<file path="src/rtl/csa_accum_ctrl.sv">
// ---------------------------------------------------------------------------
// csa_accum_ctrl
//
// Multi-operand accumulator controller built around a 3:2 carry-save
// compressor. A framed stream of unsigned operands arrives over a valid/ready
// handshake. The running total is kept in redundant sum/carry form, with one
// compressor pass per operand. After the last operand, a single carry-propagate
// cycle resolves the total. The binary result is then presented together with
// an exact overflow flag.
//
// Optional feature (compile-time macro CSA_ACC_SAT_EN):
//   defined   - an overflowing frame reports out_sum = all ones (saturation)
//   undefined - out_sum is the total modulo 2^ACC_W; no saturation logic
//
// Parameters:
//   N      operand width in bits
//   ACC_W  accumulator / result width in bits (must be >= N)
//
// Ports:
//   clk        rising-edge clock
//   rst_n      asynchronous active-low reset
//   clr        synchronous abort back to idle (highest priority)
//   in_valid   operand valid
//   in_ready   block can accept an operand (high in idle/accumulate)
//   in_data    unsigned operand
//   in_last    in_data is the final operand of the frame
//   out_valid  result available, held until consumed
//   out_ready  consumer accepts the result
//   out_sum    frame total (wrapped, or saturated with CSA_ACC_SAT_EN)
//   out_ovf    true frame total >= 2^ACC_W
// ---------------------------------------------------------------------------
module csa_accum_ctrl #(
    parameter int unsigned N     = 8,
    parameter int unsigned ACC_W = 12
) (
    input  logic             clk,
    input  logic             rst_n,
    input  logic             clr,
    input  logic             in_valid,
    output logic             in_ready,
    input  logic [N-1:0]     in_data,
    input  logic             in_last,
    output logic             out_valid,
    input  logic             out_ready,
    output logic [ACC_W-1:0] out_sum,
    output logic             out_ovf
);

    typedef enum logic [1:0] {
        StIdle,
        StAccum,
        StResolve,
        StDone
    } state_e;

    state_e           state_q, state_d;
    logic [ACC_W-1:0] sum_q, sum_d;
    logic [ACC_W-1:0] carry_q, carry_d;
    logic             ovf_q, ovf_d;
    logic [ACC_W-1:0] out_sum_q, out_sum_d;
    logic             out_ovf_q, out_ovf_d;
    logic             out_valid_q, out_valid_d;

    // Operand zero-extended to accumulator width.
    logic [ACC_W-1:0] x;
    assign x = ACC_W'(in_data);

    // 3:2 compressor against the redundant running total.
    logic [ACC_W-1:0] csa_sum;
    logic [ACC_W-1:0] csa_maj;
    logic [ACC_W-1:0] csa_carry;

    always_comb begin
        csa_sum   = sum_q ^ carry_q ^ x;
        csa_maj   = (sum_q & carry_q) | (sum_q & x) | (carry_q & x);
        // Majority bits carry into the next position. The MSB majority bit
        // is shifted out here and accounted for in the overflow flag instead.
        csa_carry = csa_maj << 1;
    end

    // Carry-propagate resolve. The extra bit is the final carry-out.
    logic [ACC_W:0] resolve_full;
    logic           resolve_cout;
    logic           resolve_ovf;

    always_comb begin
        resolve_full = {1'b0, sum_q} + {1'b0, carry_q};
        resolve_cout = resolve_full[ACC_W];
        resolve_ovf  = ovf_q | resolve_cout;
    end

    // in_ready is forced low while reset is asserted. From the first cycle
    // after release, it follows the state.
    logic ready_state;
    logic beat_acc;
    logic res_acc;

    always_comb begin
        ready_state = (state_q == StIdle) || (state_q == StAccum);
        in_ready    = rst_n & ready_state;
        // A beat that coincides with clr is dropped even though in_ready is high.
        beat_acc    = in_valid & in_ready & ~clr;
        res_acc     = out_valid_q & out_ready;
    end

    // Next-state and datapath control.
    always_comb begin
        state_d     = state_q;
        sum_d       = sum_q;
        carry_d     = carry_q;
        ovf_d       = ovf_q;
        out_sum_d   = out_sum_q;
        out_ovf_d   = out_ovf_q;
        out_valid_d = out_valid_q;

        if (clr) begin
            // Abort: clear the accumulator. The previous result values stay
            // on out_sum/out_ovf, but out_valid drops.
            state_d     = StIdle;
            sum_d       = '0;
            carry_d     = '0;
            ovf_d       = 1'b0;
            out_valid_d = 1'b0;
        end else begin
            unique case (state_q)
                StIdle: begin
                    if (beat_acc) begin
                        // First beat: equivalent to compressing against zeros.
                        sum_d   = x;
                        carry_d = '0;
                        ovf_d   = 1'b0;
                        state_d = in_last ? StResolve : StAccum;
                    end
                end
                StAccum: begin
                    if (beat_acc) begin
                        sum_d   = csa_sum;
                        carry_d = csa_carry;
                        ovf_d   = ovf_q | csa_maj[ACC_W-1];
                        state_d = in_last ? StResolve : StAccum;
                    end
                end
                StResolve: begin
`ifdef CSA_ACC_SAT_EN
                    out_sum_d = resolve_ovf ? {ACC_W{1'b1}} : resolve_full[ACC_W-1:0];
`else
                    out_sum_d = resolve_full[ACC_W-1:0];
`endif
                    out_ovf_d   = resolve_ovf;
                    out_valid_d = 1'b1;
                    state_d     = StDone;
                end
                StDone: begin
                    if (res_acc) begin
                        out_valid_d = 1'b0;
                        state_d     = StIdle;
                    end
                end
                default: begin
                    state_d = StIdle;
                end
            endcase
        end
    end

    always_ff @(posedge clk or negedge rst_n) begin
        if (!rst_n) begin
            state_q     <= StIdle;
            sum_q       <= '0;
            carry_q     <= '0;
            ovf_q       <= 1'b0;
            out_sum_q   <= '0;
            out_ovf_q   <= 1'b0;
            out_valid_q <= 1'b0;
        end else begin
            state_q     <= state_d;
            sum_q       <= sum_d;
            carry_q     <= carry_d;
            ovf_q       <= ovf_d;
            out_sum_q   <= out_sum_d;
            out_ovf_q   <= out_ovf_d;
            out_valid_q <= out_valid_d;
        end
    end

    assign out_valid = out_valid_q;
    assign out_sum   = out_sum_q;
    assign out_ovf   = out_ovf_q;

endmodule
</file>
<file path="config.mk">
export PLATFORM = sky130hd
export DESIGN_NAME = csa_accum_ctrl
export DESIGN_NICKNAME = d
export VERILOG_FILES = /design/src/rtl/csa_accum_ctrl.sv
export SDC_FILE = /design/constraint.sdc
export NUM_CORES = 1
export LEC_CHECK = 0
export BUFFER_PORTS_ARGS = -buffer_cell sky130_fd_sc_hd__buf_4
export CORE_ASPECT_RATIO = 0.6
export CORE_MARGIN = 1.5
export CORE_UTILIZATION = 52
export CTS_CLUSTER_DIAMETER = 80
export DETAILED_ROUTE_END_ITERATION = 8
export GPL_TIMING_DRIVEN = 0
export PLACE_DENSITY = 0.76
export SLEW_MARGIN = 5
export SYNTH_ARGS = -nofsm -noshare
export SYNTH_HDL_FRONTEND = slang
export SYNTH_SLANG_ARGS = --single-unit
</file>
<file path="constraint.sdc">
create_clock -name clk -period 2 [get_ports clk]
set_input_delay 0.2 -clock clk [delete_from_list [all_inputs] [get_ports clk]]
set_output_delay 0.2 -clock clk [all_outputs]
set_load 0.05 [all_outputs]
</file>
==> results.md, run 1 <==
| Parameter | Reported | Unit |
|---|---|---|
| Total buffers and inverters traversed by the critical path | 0 | - |
| Remaining antenna violation count | 0 | - |
| Boundary pin count | 29 | - |
| Iteration-0 DRC count of the detailed router | 52 | - |
| Total Nets Final | 279 | - |
| Post-synthesis cell type count | 40 | - |
| GRT overflow | 0 | - |
| Sort of element at the end of the critical path | register | - |
| Count of cell instances traversed by the critical path | 7 | - |
| Setup Skew | 0.00525 | ns |
| Flip-flop cell with the highest count after synthesis | sky130_fd_sc_hd__dfrtp_1 | - |
| Total number of placement rows | 18 | - |
| IO Port Bufs | 28 | - |
| Cell Count, Final, Fillers Out | 306 | - |
| Via count of the first global-routing pass | 1508 | - |
| Worst slew pin tran | 0.494 | ns |
| Worst-case reg-to-reg path depth | 7 | - |
| Effective utilization at floorplan | 0.543 | - |
| Maximum vdd ir drop | 0.411 | mV |
| Crit start category | register | - |
| Flop2flop setup slack | 0.09 | ns |
| Commonest non-fill, non-tap cells in the layout | 40 x sky130_fd_sc_hd__dfrtp_1, 31 x sky130_fd_sc_hd__nand2_1, 30 x sky130_fd_sc_hd__buf_4 | - |
| Cell Chain, Critical Path | ha_2 -> fa_2 -> a21oi_4 -> o221ai_2 -> a31oi_1 -> xor2_1 -> o21ai_0 | - |
| Final Hold Fails | 0 | - |
| Final weighted congestion of routability-driven global placement | 0.812 | - |
| Crit path kind | reg2reg | - |
| Maximum operating frequency | 0.523 | GHz |
| TritonCTS buffer count | 5 | - |
| Ys async rst share | 1.00 | - |
| Ratio of routed vias to standard cells | 5.40 | - |
| Data required time at the worst endpoint | 2.16 | ns |
| Outcome | completed | - |
| Layout overhead on the synthesized area | 20.9 | % |
| GRT Util Overall | 0.222 | - |
| Maximum level of the CTS H-tree | 2 | - |
| Biggest fanout along the worst timing path | 3 | - |
| Die Y-Extent | 53.8 | µm |
| DP Wirelength | 3.33 | mm |
| Relative slew margins | 0.670 | - |
| Beginning of the worst register-to-register path | carry_q[1]$_DFFE_PN0P_ | - |
| Post-synthesis instance total | 207 | - |
| TritonCTS clock tree | done | - |
| Detail Route met3 WL | 147 | µm |
| Number of antenna violations at the first check in global routing | 0 | - |
| Highest metal layer used by the detailed router | met4 | - |
| Largest delay share family, worst path | compound AO/OA/AOI/OAI gates | - |
| Worst r2r dst | out_sum[11]$_DFFE_PN0P_ | - |
| Detailed-routed wire length on met2 | 1.94 | mm |
| Top cells by area, synth | sky130_fd_sc_hd__dfrtp_1 45%, sky130_fd_sc_hd__fa_1 7.2%, sky130_fd_sc_hd__ha_1 6.7%, sky130_fd_sc_hd__nand2_1 5.2%, sky130_fd_sc_hd__a22o_1 4.7% | - |
| Crit path max-delay cell type | sky130_fd_sc_hd__dfrtp_1 | - |
| Peak per-stage delay on the critical path | 0.42 | ns |
| Die area | 0.00471 | mm² |
| Number of sinks driven by the clock tree | 40 | - |
| Drt first pass iters | 4 | - |
| Clock transition at path regs | 0.08 | ns |
| RSZ-0062 raised after global routing | false | - |
| Clock insertion delay at the later pin of the skew report | 0.29 | ns |
| Share of cells above drive strength 1 | 0.236 | - |
| Post-detailed-route DRC marker count | 0 | - |
| Final total negative setup slack | 0 | ns |
| Total vias in the final route | 1651 | - |
| Final setup viols | 0 | - |
| Leakage | 1.30 | nW |
| Most area-hungry cell type in the Yosys netlist | sky130_fd_sc_hd__dfrtp_1 | - |
| Critical Path Source | carry_q[1]$_DFFE_PN0P_ | - |
| Maximum number of pins on one net before global-route repair | 41 | - |
| Number of fillers in the final layout | 342 | - |
| Cells after DPL | 295 | - |
| Post-synthesis cell area | 0.00224 | mm² |
| Class of the most critical hold timing path | in2reg | - |
| Signal arrival time at the worst endpoint | 2.07 | ns |
| Yosys warnings | 0 | - |
| Power Density | 750 | mW/mm² |
| Final critical-path share of the clock period | 0.956 | - |
| Area share of the largest cell type after synthesis | 0.448 | - |
| Global-route wire length before repair | 7.54 | mm |
| Post-synthesis register bit count | 40 | - |
| Antenna diodes | 0 | - |
| Fin crit period | 1.91 | ns |
| Average wire per standard cell | 15.1 | µm |
| Destination of the critical timing path | out_sum[11]$_DFFE_PN0P_ | - |
| Final wirelength | 4.61 | mm |
| Met1 wire length | 2.50 | mm |
| Root buffer cell | sky130_fd_sc_hd__clkbuf_8 | - |
| Final Max Slew Viols | 0 | - |
| Most common cell after layout, fill and taps aside | sky130_fd_sc_hd__dfrtp_1 | - |
| Total design power | 2.03 | mW |
| Number of max-cap violations | 0 | - |
| Avg Synthesized Cell Area | 10.8 | µm² |
| Part of the Yosys area used for sequential elements | 0.448 | - |
| Core Footprint | 0.00412 | mm² |
| Maximum buffer depth of the clock tree | 2 | - |
| Total nets after synthesis | 241 | - |
| Number of enable flip-flop cells after synthesis | 0 | - |
| Die X | 87.7 | µm |
## report_power, final
group,internal (mW),leakage [nW],switching [mW]
logic,0.144,0.686,0.267
clock network,0.440,0.0645,0.281
registers,0.857,0.547,0.0382
total,1.44,1.30,0.586
## worst min-delay path by stage
stage,from,end,depth (start not counted)
detailed placement,rst_n,sum_q[1]$_DFFE_PN0P_,1
global placement,rst_n,sum_q[1]$_DFFE_PN0P_,1
floorplan,rst_n,carry_q[10]$_DFFE_PN0P_,0
finish,in_last,state_q[1]$_DFFE_PN0P_,3
global route,clr,sum_q[5]$_DFFE_PN0P_,2
CTS,in_last,state_q[1]$_DFFE_PN0P_,3
## tightest hold or removal path, stage by stage
cell                      delay, ns
sky130_fd_sc_hd__buf_4         0.11
sky130_fd_sc_hd__nand2_1       0.05
sky130_fd_sc_hd__a21oi_1       0.06
## cell type report
cell class / instances / area, µm² / area share
Multi-Input combinational cell: 150 / 1160 / 0.429
Buffer: 8 / 58.8 / 0.0217
Clock buffer: 7 / 96.3 / 0.0356
Tap cell: 60 / 75.1 / 0.0278
Inverter: 9 / 33.8 / 0.0125
Timing Repair Buffer: 31 / 248 / 0.0916
Sequential cell: 40 / 1000 / 0.370
Clock inverter: 1 / 30.0 / 0.0111
## cells by family (layout without fill, tap and decap cells)
family	count (synthesis)	after routing	synth area share
compound gates	63	63	0.196
simple gates	52	52	0.114
flops	40	40	0.448
fa+ha+maj	20	20	0.139
buf+inv	17	56	0.0414
xor+xnor	9	9	0.0353
mux	6	6	0.0269
## flip-flops by register name (all words and copies together) (netlist names)
signal     flops
out_sum       12
sum_q         12
out_valid      1
carry_q       11
out_ovf        1
state_q        2
ovf_q          1
## synth_stat cells, types with 5 or more instances
cell type / number
sky130_fd_sc_hd__dfrtp_1: 40
sky130_fd_sc_hd__nand2_1: 31
sky130_fd_sc_hd__a22o_1: 12
sky130_fd_sc_hd__ha_1: 12
sky130_fd_sc_hd__o21ai_0: 12
sky130_fd_sc_hd__a21oi_1: 11
sky130_fd_sc_hd__inv_1: 9
sky130_fd_sc_hd__fa_1: 8
sky130_fd_sc_hd__a211oi_1: 7
sky130_fd_sc_hd__nor2_1: 7
sky130_fd_sc_hd__mux2i_1: 6
sky130_fd_sc_hd__xnor2_1: 5
## metrics by stage
stage	worst slack (ns)	cell area (µm²)	utilization	hold slack, ns
global placement	-0.0839	2520	0.612	0.206
finish	0.0888	2700	0.656	0.162
floorplan	0.0802	2240	-	-0.0956
detailed placement	-0.0974	2520	0.612	0.210
global route	0.0000453	2700	0.656	0.163
CTS	0.0159	2690	0.653	0.153
## per-layer routing
metal,vias up,track usage
met5,-,0
met3,6,0.0506
met4,0,0.0635
met2,25,0.318
li1,809,-
met1,811,0.335
## timing repair
action	in CTS	in global routing
hold endpoints to repair	40	0
resized for setup	2	4
hold buffers	2	0
buffers inserted	1	0
endpoints found under the setup margin	2	3
cloned	0	0
pin swaps	2	2
Note: power is estimated with default switching activity, not from simulation.
==> run 2, diff against run 1 <==
--- a/config.mk
+++ b/config.mk
@@ -15,2 +15,3 @@
 export PLACE_DENSITY = 0.76
+export SETUP_SLACK_MARGIN = 0.4
 export SLEW_MARGIN = 5
--- a/constraint.sdc
+++ b/constraint.sdc
@@ -3,2 +3,2 @@
 set_output_delay 0.2 -clock clk [all_outputs]
-set_load 0.05 [all_outputs]
+set_load 0.02 [all_outputs]
==> results.md, run 2 (synthesis results as in run 1) <==
| Parameter | Reported | Unit |
|---|---|---|
| Crit path kind | reg2reg | - |
| Worst slew pin tran | 0.507 | ns |
| Commonest non-fill, non-tap cells in the layout | 44 x sky130_fd_sc_hd__buf_4, 36 x sky130_fd_sc_hd__dfrtp_1, 31 x sky130_fd_sc_hd__nand2_1 | - |
| Die Y-Extent | 53.8 | µm |
| Maximum level of the CTS H-tree | 2 | - |
| Ratio of routed vias to standard cells | 5.36 | - |
| Post-detailed-route DRC marker count | 0 | - |
| Most common cell after layout, fill and taps aside | sky130_fd_sc_hd__buf_4 | - |
| Final critical-path share of the clock period | 0.920 | - |
| Core Footprint | 0.00412 | mm² |
| Total design power | 1.81 | mW |
| GRT Util Overall | 0.239 | - |
| Maximum number of pins on one net before global-route repair | 42 | - |
| Leakage | 1.36 | nW |
| Boundary pin count | 29 | - |
| Die X | 87.7 | µm |
| Die area | 0.00471 | mm² |
| TritonCTS clock tree | done | - |
| Final setup viols | 0 | - |
| Final Max Slew Viols | 0 | - |
| GRT overflow | 0 | - |
| Final total negative setup slack | 0 | ns |
| Via count of the first global-routing pass | 1673 | - |
| Fin crit period | 1.84 | ns |
| Setup Skew | 0.00616 | ns |
| Antenna diodes | 0 | - |
| TritonCTS buffer count | 5 | - |
| Maximum vdd ir drop | 0.368 | mV |
| Sequential group share of total power | 0.496 | - |
| Share of cells above drive strength 1 | 0.349 | - |
| Relative slew margins | 0.662 | - |
| Class of the most critical hold timing path | in2async | - |
| Maximum operating frequency | 0.544 | GHz |
| Sw frac | 0.282 | - |
| Data required time at the worst endpoint | 2.18 | ns |
| Final weighted congestion of routability-driven global placement | 0.758 | - |
| Power dissipated by switching net loads | 509 | µW |
| Clock insertion delay at the later pin of the skew report | 0.30 | ns |
| Sort of element at the end of the critical path | register | - |
| Outcome | finished with violations | - |
| Root buffer cell | sky130_fd_sc_hd__clkbuf_8 | - |
| Power Density | 615 | mW/mm² |
| Remaining antenna violation count | 0 | - |
| Final wirelength | 5.10 | mm |
| IO Port Bufs | 28 | - |
| Number of sinks driven by the clock tree | 40 | - |
| Number of max-cap violations | 0 | - |
| Total number of placement rows | 18 | - |
| Global-route wire length before repair | 8.24 | mm |
| Total placed instance area | 0.00258 | mm² |
| Total vias in the final route | 1722 | - |
| Biggest fanout along the worst timing path | 3 | - |
| Relative contribution of the clock network to total power | 0.309 | - |
| RSZ-0062 raised after global routing | true | - |
| Iteration-0 DRC count of the detailed router | 74 | - |
| Violations in the final reports | hold timing | - |
| Effective utilization at floorplan | 0.543 | - |
| Signal arrival time at the worst endpoint | 2.02 | ns |
| Comb power frac | 0.195 | - |
| Clock transition at path regs | 0.07 | ns |
| Internal Power | 1.30 | mW |
| Number of antenna violations at the first check in global routing | 0 | - |
| Crit start category | register | - |
| Maximum buffer depth of the clock tree | 2 | - |
| Final Hold Fails | 40 | - |
| Total Nets Final | 294 | - |
| Drt first pass iters | 4 | - |
| DP Wirelength | 3.41 | mm |
| Average wire per standard cell | 15.9 | µm |
| Fin area | 0.00294 | mm² |
| Layout overhead on the synthesized area | 31.5 | % |
| Final Hold Slack | -0.202 | ns |
## run 2: changes by cell type in the layout (fill, tap and decap cells not counted), moves of 2 or more
| cell | before | now |
|---|---|---|
| sky130_fd_sc_hd__ha_1 | 10 | 5 |
| sky130_fd_sc_hd__buf_6 | 3 | 6 |
| sky130_fd_sc_hd__xnor2_1 | 5 | 3 |
| sky130_fd_sc_hd__dfrtp_1 | 40 | 36 |
| sky130_fd_sc_hd__ha_4 | 0 | 6 |
| sky130_fd_sc_hd__o21ai_0 | 12 | 10 |
| sky130_fd_sc_hd__dfrtp_2 | 0 | 4 |
| sky130_fd_sc_hd__xnor2_2 | 0 | 2 |
| sky130_fd_sc_hd__buf_4 | 30 | 44 |
## run 2: path summary, 6_finish.rpt
check,start,to,slack [ns],depth (start not counted)
max,carry_q[1]$_DFFE_PN0P_,out_sum[9]$_DFFE_PN0P_,0.16,7
min,rst_n,sum_q[1]$_DFFE_PN0P_,-0.20,1
max reg2reg,carry_q[1]$_DFFE_PN0P_,out_sum[9]$_DFFE_PN0P_,0.16,7
min reg2reg,out_sum[0]$_DFFE_PN0P_,out_sum[0]$_DFFE_PN0P_,0.48,2
max in group asynchronous,rst_n,sum_q[7]$_DFFE_PN0P_,1.90,1
min in group clk,clr,sum_q[5]$_DFFE_PN0P_,0.14,2
## run 2: area by class of cell
class                   count  area (µm²)
plain buffers               8        60.1
clock buffers               8        90.1
fillers                   317        1180
inverters                   9        33.8
multi-input cells         150        1320
flip-flops and latches     40        1010
well taps                  60        75.1
repair buffers             46         357
## run 2: power by group through the flow
| stage | Clock, mW | Sequential [mW] | Combinational, mW |
|---|---|---|---|
| after floorplan | 0 | 0.951 | 0.141 |
| after global placement | 0 | 0.913 | 0.314 |
| after detailed placement | 0 | 0.914 | 0.320 |
| after CTS | 0.570 | 0.896 | 0.343 |
| after global routing | 0.604 | 0.903 | 0.388 |
| final | 0.558 | 0.897 | 0.352 |
## run 2: per-layer routing
metal  part of all wire  GRT usage  vias up  wire [µm]
li1                   -          -      843          -
met1               0.50      0.354      834       2540
met2               0.45      0.354       39       2270
met3              0.048     0.0537        6        246
met4             0.0080     0.0688        0         41
met5                  0          0        -          0
## run 2: timing repair
item,in CTS,in global routing
hold endpoints to repair,40,40
endpoints found under the setup margin,7,21
gates resized for setup,10,14
setup buffers,16,2
gates cloned,0,0
pin swaps,8,7
## run 2: worst max-delay path: stages, from the launching register on
cell and delay [ns]:
sky130_fd_sc_hd__dfrtp_1 0.39, sky130_fd_sc_hd__ha_2 0.20, sky130_fd_sc_hd__fa_2 0.37, sky130_fd_sc_hd__a21oi_4 0.15, sky130_fd_sc_hd__o221ai_2 0.13, sky130_fd_sc_hd__a21boi_2 0.16
sky130_fd_sc_hd__xor2_1 0.23, sky130_fd_sc_hd__o21ai_1 0.08
## run 2: per-stage QoR
step | util | hold WS [ns] | cells | setup slack, ns
after floorplan | - | -0.0956 | 207 | 0.226
final | 0.713 | -0.202 | 321 | 0.161
after global routing | 0.713 | -0.176 | 321 | 0.0627
after global placement | 0.627 | 0.209 | 295 | 0.105
after CTS | 0.689 | -0.111 | 319 | 0.167
after detailed placement | 0.627 | 0.210 | 295 | 0.0891
==> run 3, diff against run 2 <==
==> constraint.sdc (replaced) <==
create_clock -name clk -period 2 [get_ports clk]
set_input_delay 0.4 -clock clk [delete_from_list [all_inputs] [get_ports clk]]
set_output_delay 0.4 -clock clk [all_outputs]
set_load 0.02 [all_outputs]
==> results.md, run 3 (synthesis results as in run 1) <==
| Parameter | Reported | Unit |
|---|---|---|
| Outcome | finished with violations | - |
| Violations in the final reports | hold timing | - |
| Final wirelength | 5.14 | mm |
| Number of sinks driven by the clock tree | 40 | - |
| Final Max Slew Viols | 0 | - |
| GRT Util Overall | 0.239 | - |
| Peak per-stage delay on the critical path | 0.40 | ns |
| Flop2flop setup slack | 0.16 | ns |
| Beginning of the worst register-to-register path | carry_q[1]$_DFFE_PN0P_ | - |
| GRT overflow | 0 | - |
| Signal arrival time at the worst endpoint | 2.03 | ns |
| Effective utilization at floorplan | 0.543 | - |
| Die X | 87.7 | µm |
| IO Port Bufs | 28 | - |
| Commonest non-fill, non-tap cells in the layout | 44 x sky130_fd_sc_hd__buf_4, 36 x sky130_fd_sc_hd__dfrtp_1, 31 x sky130_fd_sc_hd__nand2_1 | - |
| Share of cells above drive strength 1 | 0.349 | - |
| TritonCTS clock tree | done | - |
| Total vias in the final route | 1726 | - |
| Setup Skew | 0.00823 | ns |
| Global-route wire length before repair | 8.24 | mm |
| Remaining antenna violation count | 0 | - |
| Post-place setup slack | -0.0383 | ns |
| Clock insertion delay at the later pin of the skew report | 0.30 | ns |
| Biggest fanout along the worst timing path | 3 | - |
| Ratio of routed vias to standard cells | 5.38 | - |
| Data required time at the worst endpoint | 2.18 | ns |
| Root buffer cell | sky130_fd_sc_hd__clkbuf_8 | - |
| Final weighted congestion of routability-driven global placement | 0.758 | - |
| Crit start category | register | - |
| DP Wirelength | 3.41 | mm |
| RSZ-0062 raised after global routing | true | - |
| Number of antenna violations at the first check in global routing | 0 | - |
| Clock transition at path regs | 0.08 | ns |
| Worst r2r dst | out_sum[9]$_DFFE_PN0P_ | - |
| Number of max-cap violations | 0 | - |
| Final critical-path share of the clock period | 0.921 | - |
| Die area | 0.00471 | mm² |
| Maximum operating frequency | 0.543 | GHz |
| Relative slew margins | 0.662 | - |
| Final total negative setup slack | 0 | ns |
| Core Footprint | 0.00412 | mm² |
| TritonCTS buffer count | 5 | - |
| Die Y-Extent | 53.8 | µm |
| Cell Chain, Critical Path | ha_2 -> fa_2 -> a21oi_4 -> o221ai_2 -> a21boi_2 -> xor2_1 -> o21ai_1 | - |
| Fin crit period | 1.84 | ns |
| Maximum buffer depth of the clock tree | 2 | - |
| Crit path kind | reg2reg | - |
| Maximum vdd ir drop | 0.369 | mV |
| Power Density | 615 | mW/mm² |
| Iteration-0 DRC count of the detailed router | 79 | - |
| Final Hold Fails | 40 | - |
| Final Hold Slack | -0.0716 | ns |
| Class of the most critical hold timing path | in2async | - |
| Average wire per standard cell | 16.0 | µm |
| Leakage | 1.36 | nW |
| Most common cell after layout, fill and taps aside | sky130_fd_sc_hd__buf_4 | - |
| Hold buffer count at cts | 0 | - |
| Worst-case reg-to-reg path depth | 7 | - |
| Boundary pin count | 29 | - |
| Maximum number of pins on one net before global-route repair | 42 | - |
| Crit path max-delay cell type | sky130_fd_sc_hd__dfrtp_1 | - |
| Layout overhead on the synthesized area | 31.9 | % |
| Post-layout worst setup margin | 0.159 | ns |
| Final setup viols | 0 | - |
| Cells after DPL | 295 | - |
| Sort of element at the end of the critical path | register | - |
| Worst slew pin tran | 0.507 | ns |
| Cell Count, Final, Fillers Out | 321 | - |
| Post-detailed-route DRC marker count | 0 | - |
| Maximum level of the CTS H-tree | 2 | - |
| Drt first pass iters | 4 | - |
| Total number of placement rows | 18 | - |
| Via count of the first global-routing pass | 1673 | - |
| Total design power | 1.81 | mW |
| Antenna diodes | 0 | - |
| Total Nets Final | 294 | - |
run 3: cell count changes in the layout (fill, tap and decap cells not counted):
cell	delta
sky130_fd_sc_hd__buf_12	+1
sky130_fd_sc_hd__buf_6	-1
run 3: worst max-delay path: cells and delay by family, from the launching register on:
kind / cells / cell delay [ns]
flops: 1 / 0.40
fa+ha+maj: 2 / 0.57
xor+xnor: 1 / 0.23
compound gates: 4 / 0.52
run 3: layer usage:
layer  GRT usage  vias up  wire [µm]
li1            -      843          -
met3      0.0537        6        234
met2       0.354       37       2290
met4      0.0688        0         38
met1       0.354      840       2580
met5           0        -          0
run 3: timing repair:
item                                    CTS  global route
buffers inserted                         16             2
endpoints found under the setup margin   23            23
pin swaps                                 8             7
resized for setup                        11            16
endpoints found under the hold margin     0            40
run 3: final cells by class:
cell class | instances | area [µm²]
tap | 60 | 75.1
clock buffer | 8 | 90.1
multi-input combinational | 150 | 1320
timing repair buffer | 46 | 365
sequential | 40 | 1010
buffer | 8 | 60.1
inverter | 9 | 33.8
fill | 314 | 1170
run 3: worst max path at each step:
stage,from,to,slack [ns],cells after the start
6_report,carry_q[1]$_DFFE_PN0P_,out_sum[9]$_DFFE_PN0P_,0.16,7
5_1_grt,carry_q[1]$_DFFE_PN0P_,out_sum[9]$_DFFE_PN0P_,0.06,7
4_1_cts,carry_q[1]$_DFFE_PN0P_,out_sum[9]$_DFFE_PN0P_,0.17,7
3_5_place_dp,rst_n,carry_q[5]$_DFFE_PN0P_,-0.04,7
3_3_place_gp,rst_n,carry_q[9]$_DFFE_PN0P_,-0.03,6
2_1_floorplan,carry_q[1]$_DFFE_PN0P_,out_sum[11]$_DFFE_PN0P_,0.23,7
run 3: per-stage QoR:
| stage | area, µm² | hold slack (ns) | utilization |
|---|---|---|---|
| CTS | 2850 | 0.0105 | 0.690 |
| global route | 2950 | -0.0527 | 0.716 |
| global placement | 2580 | 0.409 | 0.627 |
| detailed placement | 2580 | 0.410 | 0.627 |
| finish | 2950 | -0.0716 | 0.716 |
| floorplan | 2300 | 0.104 | - |
run 3: power by group:
| part | total (mW) | internal (mW) | leakage [nW] | switching, mW |
|---|---|---|---|---|
| Clock | 0.562 | 0.281 | 0.0455 | 0.280 |
| Sequential | 0.897 | 0.858 | 0.541 | 0.0386 |
| Combinational | 0.354 | 0.160 | 0.775 | 0.194 |
| Total | 1.81 | 1.30 | 1.36 | 0.513 |
